$ cat src/rtl/mem_arb_pkg.sv
// mem_arb_pkg: shared FSM/owner types and helpers for mem_port_arbiter.
package mem_arb_pkg;
  typedef enum logic [1:0] {IDLE, ISSUE, WAIT, RESP} arb_state_t;
  typedef enum logic {OWN_FETCH, OWN_DATA} arb_owner_t;
  localparam int WORD_ALIGN_BITS = 3;
  function automatic int lat_cnt_w(input int lat);
    return (lat > 2) ? $clog2(lat) : 1;
  endfunction
endpackage

$ cat src/rtl/mem_arb_grant.sv
// mem_arb_grant: combinational winner selection between fetch and data requesters.
module mem_arb_grant
  import mem_arb_pkg::*;
(
  input  logic       if_req,
  input  logic       d_req,
  input  logic       last_grant,
  output logic [1:0] gnt,
  output logic       owner
);
  // On a tie, data wins unless data was the last one granted.
  assign gnt[1] = d_req & (~if_req | (last_grant == OWN_FETCH));
  assign gnt[0] = if_req & ~gnt[1];
  assign owner  = gnt[1];
endmodule

$ cat src/rtl/mem_port_arbiter.sv
// mem_port_arbiter: shares one 64-bit memory port between fetch and load/store paths.
// Define MEM_ARB_ROUND_ROBIN_EN to alternate ties instead of data-over-fetch priority.
module mem_port_arbiter
  import mem_arb_pkg::*;
#(
  parameter int MEM_LATENCY = 1,
  parameter int ADDR_W      = 64
) (
  input  logic              clock,
  input  logic              reset,
  input  logic              if_req,
  input  logic [ADDR_W-1:0] if_addr,
  output logic              if_ready,
  output logic [31:0]       if_rdata,
  output logic              if_valid,
  input  logic              d_req,
  input  logic              d_we,
  input  logic [ADDR_W-1:0] d_addr,
  input  logic [63:0]       d_wdata,
  output logic              d_ready,
  output logic [63:0]       d_rdata,
  output logic              d_valid,
  output logic [ADDR_W-1:0] mem_addr,
  output logic [63:0]       mem_wdata,
  output logic              mem_wr,
  input  logic [63:0]       mem_rdata,
  output logic              busy
);
  localparam int CW = lat_cnt_w(MEM_LATENCY);
  arb_state_t        state_q, state_d;
  arb_owner_t        owner_q, owner_d;
  logic [CW-1:0]     cnt_q, cnt_d;
  logic              we_q, we_d;
  logic [ADDR_W-1:0] addr_q, addr_d;
  logic [63:0]       wdata_q, wdata_d;
  logic [31:0]       if_rdata_q, if_rdata_d;
  logic [63:0]       d_rdata_q, d_rdata_d;
  logic              if_valid_q, if_valid_d;
  logic              d_valid_q, d_valid_d;
  logic              mem_wr_q, mem_wr_d;
  logic [1:0]        gnt;
  logic              gnt_owner;
  logic              last_grant;

`ifdef MEM_ARB_ROUND_ROBIN_EN
  arb_owner_t last_q, last_d;
  assign last_d = (state_q == IDLE && |gnt) ? arb_owner_t'(gnt_owner) : last_q;
  always_ff @(posedge clock or negedge reset)
    if (!reset) last_q <= OWN_DATA;
    else last_q <= last_d;
  assign last_grant = last_q;
`else
  // Pretending fetch won last makes data win every tie.
  assign last_grant = OWN_FETCH;
`endif

  mem_arb_grant u_grant (
    .if_req    (if_req),
    .d_req     (d_req),
    .last_grant(last_grant),
    .gnt       (gnt),
    .owner     (gnt_owner)
  );

  always_comb begin
    state_d    = state_q;
    owner_d    = owner_q;
    cnt_d      = cnt_q;
    we_d       = we_q;
    addr_d     = addr_q;
    wdata_d    = wdata_q;
    if_rdata_d = if_rdata_q;
    d_rdata_d  = d_rdata_q;
    if_valid_d = 1'b0;
    d_valid_d  = 1'b0;
    mem_wr_d   = 1'b0;
    case (state_q)
      IDLE: if (|gnt) begin
        state_d  = ISSUE;
        owner_d  = arb_owner_t'(gnt_owner);
        we_d     = gnt[1] & d_we;
        addr_d   = gnt[1] ? d_addr : if_addr;
        wdata_d  = gnt[1] ? d_wdata : wdata_q;
        mem_wr_d = gnt[1] & d_we;
      end
      ISSUE: begin
        state_d   = we_q ? RESP : WAIT;
        cnt_d     = CW'(MEM_LATENCY - 1);
        d_valid_d = we_q;
      end
      WAIT: if (cnt_q == '0) begin
        state_d    = RESP;
        if_valid_d = owner_q == OWN_FETCH;
        d_valid_d  = owner_q == OWN_DATA;
        if_rdata_d = (owner_q == OWN_FETCH) ? (addr_q[2] ? mem_rdata[63:32] : mem_rdata[31:0]) : if_rdata_q;
        d_rdata_d  = (owner_q == OWN_DATA) ? mem_rdata : d_rdata_q;
      end else begin
        cnt_d = cnt_q - CW'(1);
      end
      default: state_d = IDLE;
    endcase
  end

  always_ff @(posedge clock or negedge reset)
    if (!reset) begin
      state_q    <= IDLE;
      owner_q    <= OWN_DATA;
      cnt_q      <= '0;
      we_q       <= 1'b0;
      addr_q     <= '0;
      wdata_q    <= '0;
      if_rdata_q <= '0;
      d_rdata_q  <= '0;
      if_valid_q <= 1'b0;
      d_valid_q  <= 1'b0;
      mem_wr_q   <= 1'b0;
    end else begin
      state_q    <= state_d;
      owner_q    <= owner_d;
      cnt_q      <= cnt_d;
      we_q       <= we_d;
      addr_q     <= addr_d;
      wdata_q    <= wdata_d;
      if_rdata_q <= if_rdata_d;
      d_rdata_q  <= d_rdata_d;
      if_valid_q <= if_valid_d;
      d_valid_q  <= d_valid_d;
      mem_wr_q   <= mem_wr_d;
    end

  assign if_ready  = (state_q == IDLE) & gnt[0];
  assign d_ready   = (state_q == IDLE) & gnt[1];
  assign if_rdata  = if_rdata_q;
  assign d_rdata   = d_rdata_q;
  assign if_valid  = if_valid_q;
  assign d_valid   = d_valid_q;
  assign mem_addr  = addr_q & ~ADDR_W'((1 << WORD_ALIGN_BITS) - 1);
  assign mem_wdata = wdata_q;
  assign mem_wr    = mem_wr_q;
  assign busy      = state_q != IDLE;
endmodule

$ cat config.mk
export PLATFORM = sky130hd
export DESIGN_NAME = mem_port_arbiter
export DESIGN_NICKNAME = d
export VERILOG_FILES = /design/src/rtl/mem_arb_pkg.sv /design/src/rtl/mem_arb_grant.sv /design/src/rtl/mem_port_arbiter.sv
export SDC_FILE = /design/constraint.sdc
export NUM_CORES = 1
export LEC_CHECK = 0
export ABC_AREA = 1
export CELL_PAD_IN_SITES_DETAIL_PLACEMENT = 1
export CELL_PAD_IN_SITES_GLOBAL_PLACEMENT = 1
export CORE_MARGIN = 1
export CORE_UTILIZATION = 26
export CTS_CLUSTER_SIZE = 12
export DETAILED_ROUTE_END_ITERATION = 6
export PLACE_DENSITY_LB_ADDON = 0.12
export SLEW_MARGIN = 5
export SYNTH_ARGS = -nofsm -noshare
export SYNTH_HDL_FRONTEND = slang
export SYNTH_SLANG_ARGS = --single-unit
$ cat constraint.sdc
create_clock -name clock -period 1.4 [get_ports clock]
set_input_delay 0.28 -clock clock [delete_from_list [all_inputs] [get_ports clock]]
set_output_delay 0.28 -clock clock [all_outputs]
set_load 0.05 [all_outputs]
==> flow_summary.ini <==
[die]
core_mm2 = 0.0388
io_pins = 491
dieHeight_um = 201
start_util_pct = 26.5
rows = 72
fp.dieW_um = 201
die_area_mm2 = 0.0404

[final_layout]
area_growth_pct = 97.9
drive_gt1_share_pct = 25.8
stdcell_count = 2371
layout.nets = 2097
final_cell_area_mm2 = 0.0204
postLayoutCoreUtil_pct = 52.5

[timing]
period_minus_slack_ns = 1.83
fin_worst_skew_ns = 0.0121
finalSetupTns_ns = -26.72
hold_viol = 0
setup_violations = 316
period_share_pct = 131
rsz0062_at_grt = yes
max_freq_mhz = 546
timing_max_transition_violations_final = 0
fin_ws_ns = -0.431

[critical_path]
worstPathMaxFanout = 4
startpoint = state_q[0]$_DFFE_PN0P_
critPathTopFamily = flip-flops
rr_endpoint = addr_q[19]$_DFFE_PN0P_
end_kind = primary output
crit_required_ns = 1.12
criticalPathCategory = reg2out
crit_arrival_ns = 1.55
reg2reg_depth = 9
reg2reg_slack_ns = -0.27
cp_cell_sequence = inv_2 -> ha_4 -> nand2_4 -> nor2_4 -> buf_12
critPathBufInv = 2
max_stage_delay_ns = 0.39
critical-path-slowest-cell = dfrtp_1
timing.rr.start = state_q[1]$_DFFE_PN0P_
critPathLaunchType = register

[clock_tree]
htreeDepth = 1
clkTransAtPathRegs_ns = 0.06
cts_num_sinks = 229
clkLatencyLatePin_ns = 0.55
cts_inserted_buffers = 28
clock_path_buffers = 3
cts_root_buf = clkbuf_16
cts_tree = built

[outcome]
violations = setup timing
status = finished with violations

[synth]
synth_xor_area_share_pct = 0
synth.top_cells.by_count = nand2_1 (767), dfrtp_1 (228), buf_4 (78)
ys_seq_elements = 229
synth_area_mm2 = 0.0103
synthCells = 1286
ys_types = 19
yosys_warnings = 0
muxShareOfSynthArea_pct = 0
syn_avg_cell_area_um2 = 8.00
synth_top_cell_by_area = dfrtp_1
synth_edf_count = 0
synth_area_leaders = dfrtp_1 (55%), nand2_1 (28%), buf_4 (5.7%)
yosysSeqAreaShare_pct = 55.7
synthAdderAreaFrac_pct = 0.608
yosysMostFrequentCell = nand2_1
synth_compound_area_share_pct = 4.15
async_flop_share_pct = 100
synth_flop_cell = dfrtp_1
yosys.area_share.simple_pct = 29.9
synth_top_family_by_area = simple AND/OR/NAND/NOR gates
synth_top_area_share_pct = 55.4

[global_routing]
grt_pass1_wl_um = 66000
grt_pass1_vias = 10900
overflow = 0
grt_use_total_pct = 21.3
antenna_found_initial = 3
grt_max_degree = 60

[pwr]
p_sw_mw = 26.9
p_int_mw = 32.9
p_per_area_mw_per_mm2 = 2940
switching_share_pct = 45.0
seqPwrFrac_pct = 22.7
p_clk_share_pct = 12.4
ir_worst_vdd_mv = 1.31
power.total_mw = 59.8
comb_power_share_pct = 64.9
power_leakage_nw = 10.2

[hold_path]
hold_path_class = in2async

[route]
ant_nets = 0
dr.pass1.iters = 4
drc = 0
via_per_inst = 4.40
drt_first_iter_violations = 331
num_vias = 10400
wl_per_cell_um = 19.9
finalWirelength_um = 47200

[job]
cap_viol_max_count = 0

[placed_design]
dpl.cell_count = 2194
gp_congestion = 0.759
placed_cell_area_mm2 = 0.0178
post-dp-hpwl_um = 31000
portBuffers = 483
-- power by group through the flow --
stage                     clock network (mW)  registers (mW)  logic [mW]
final                                   7.44            13.6        38.8
after global routing                    7.88            13.9        40.6
after CTS                               7.62            13.5        36.2
after detailed placement                   0            13.6        34.1
after global placement                     0            13.4        33.7
after floorplan                            0            19.3        10.1
-- cells by family (layout without fill, tap and decap cells) --
| group | after synthesis | count (layout) |
|---|---|---|
| and+or+nand+nor | 807 | 808 |
| other | 1 | 6 |
| AOI/OAI and AO/OA | 68 | 68 |
| adders and majority gates | 5 | 5 |
| DFF | 229 | 229 |
| buffers and inverters | 176 | 737 |
-- placed cells by master (no fill, tap or decap) --
cell	n
dfstp_2	1
nand2_2	6
clkinvlp_4	1
buf_8	2
nand2_8	2
inv_1	34
clkinv_2	5
inv_4	1
buf_2	1
buf_12	250
inv_2	4
buf_16	9
o21ai_0	24
bufinv_16	2
buf_4	103
dfrtp_2	2
dlygate4sd3_1	1
o211ai_1	32
bufbuf_16	1
nor2_1	3
a21boi_0	1
nand3_1	34
conb_1	3
clkbuf_1	6
ha_4	3
nand2_4	10
clkdlybuf4s50_1	254
buf_6	14
nor2_4	2
ha_1	2
o21ai_2	8
o21ai_1	2
clkbuf_8	6
nand2_1	751
clkbuf_16	41
o21ai_4	1
diode_2	3
clkinv_4	2
dfrtp_1	226
-- flip-flops by register name (all words and copies together) (netlist names) --
signal / cells
d_rdata: 64
mem_wr: 1
state_q: 2
we_q: 1
owner_q: 1
addr_q: 62
mem_wdata: 64
d_valid: 1
if_rdata: 32
if_valid: 1
-- layout make-up --
| type | instances | area (um2) |
|---|---|---|
| Clock inverter | 8 | 92.6 |
| Timing Repair Buffer | 647 | 9100 |
| Antenna cell | 3 | 7.51 |
| Fill cell | 4206 | 18500 |
| Sequential cell | 229 | 5730 |
| Multi-Input combinational cell | 884 | 3790 |
| Inverter | 41 | 166 |
| Tap cell | 518 | 648 |
| Clock buffer | 41 | 831 |
-- worst reg2reg max path: stages, from the launching register on --
cell and delay [ns]:
dfrtp_1 0.37, inv_2 0.07, ha_4 0.19, buf_6 0.13, buf_6 0.10, buf_6 0.10
o21ai_4 0.17, bufbuf_16 0.36, nand2_1 0.06, nand2_1 0.05
-- routing by layer --
| layer | up-vias | track usage [%] | routed length [um] |
|---|---|---|---|
| met5 | - | 0 | 0 |
| met4 | 0 | 5.29 | 1080 |
| met3 | 56 | 9.06 | 4350 |
| met2 | 354 | 37.1 | 24200 |
| met1 | 5067 | 23.8 | 17500 |
| li1 | 4960 | - | - |
-- timing repair --
| action | CTS | global route |
|---|---|---|
| hold buffers | 1 | 0 |
| hold endpoints to repair | 228 | 0 |
| endpoints found under the setup margin | 362 | 394 |
| gates resized for setup | 33 | 57 |
| cloned | 9 | 15 |
| pin swaps | 5 | 4 |
| buffers inserted | 36 | 64 |
-- how the worst max path moves through the flow --
| stage | endpoint | cells past startpoint | slack [ns] |
|---|---|---|---|
| floorplan | d_rdata[10]$_DFFE_PN0P_ | 8 | 0.003 |
| global placement | addr_q[36]$_DFFE_PN0P_ | 6 | -0.14 |
| detailed placement | addr_q[36]$_DFFE_PN0P_ | 6 | -0.19 |
| CTS | if_ready | 5 | -0.45 |
| global route | if_ready | 5 | -0.51 |
| finish | if_ready | 5 | -0.43 |
-- per-stage QoR --
step | hold slack (ns) | setup WS (ns)
2_1_floorplan | -0.0156 | 0.00282
3_3_place_gp | 0.149 | -0.142
3_5_place_dp | 0.147 | -0.194
4_1_cts | 0.155 | -0.447
5_1_grt | 0.175 | -0.505
6_report | 0.187 | -0.431
Note: power is estimated with default switching activity, not from simulation.
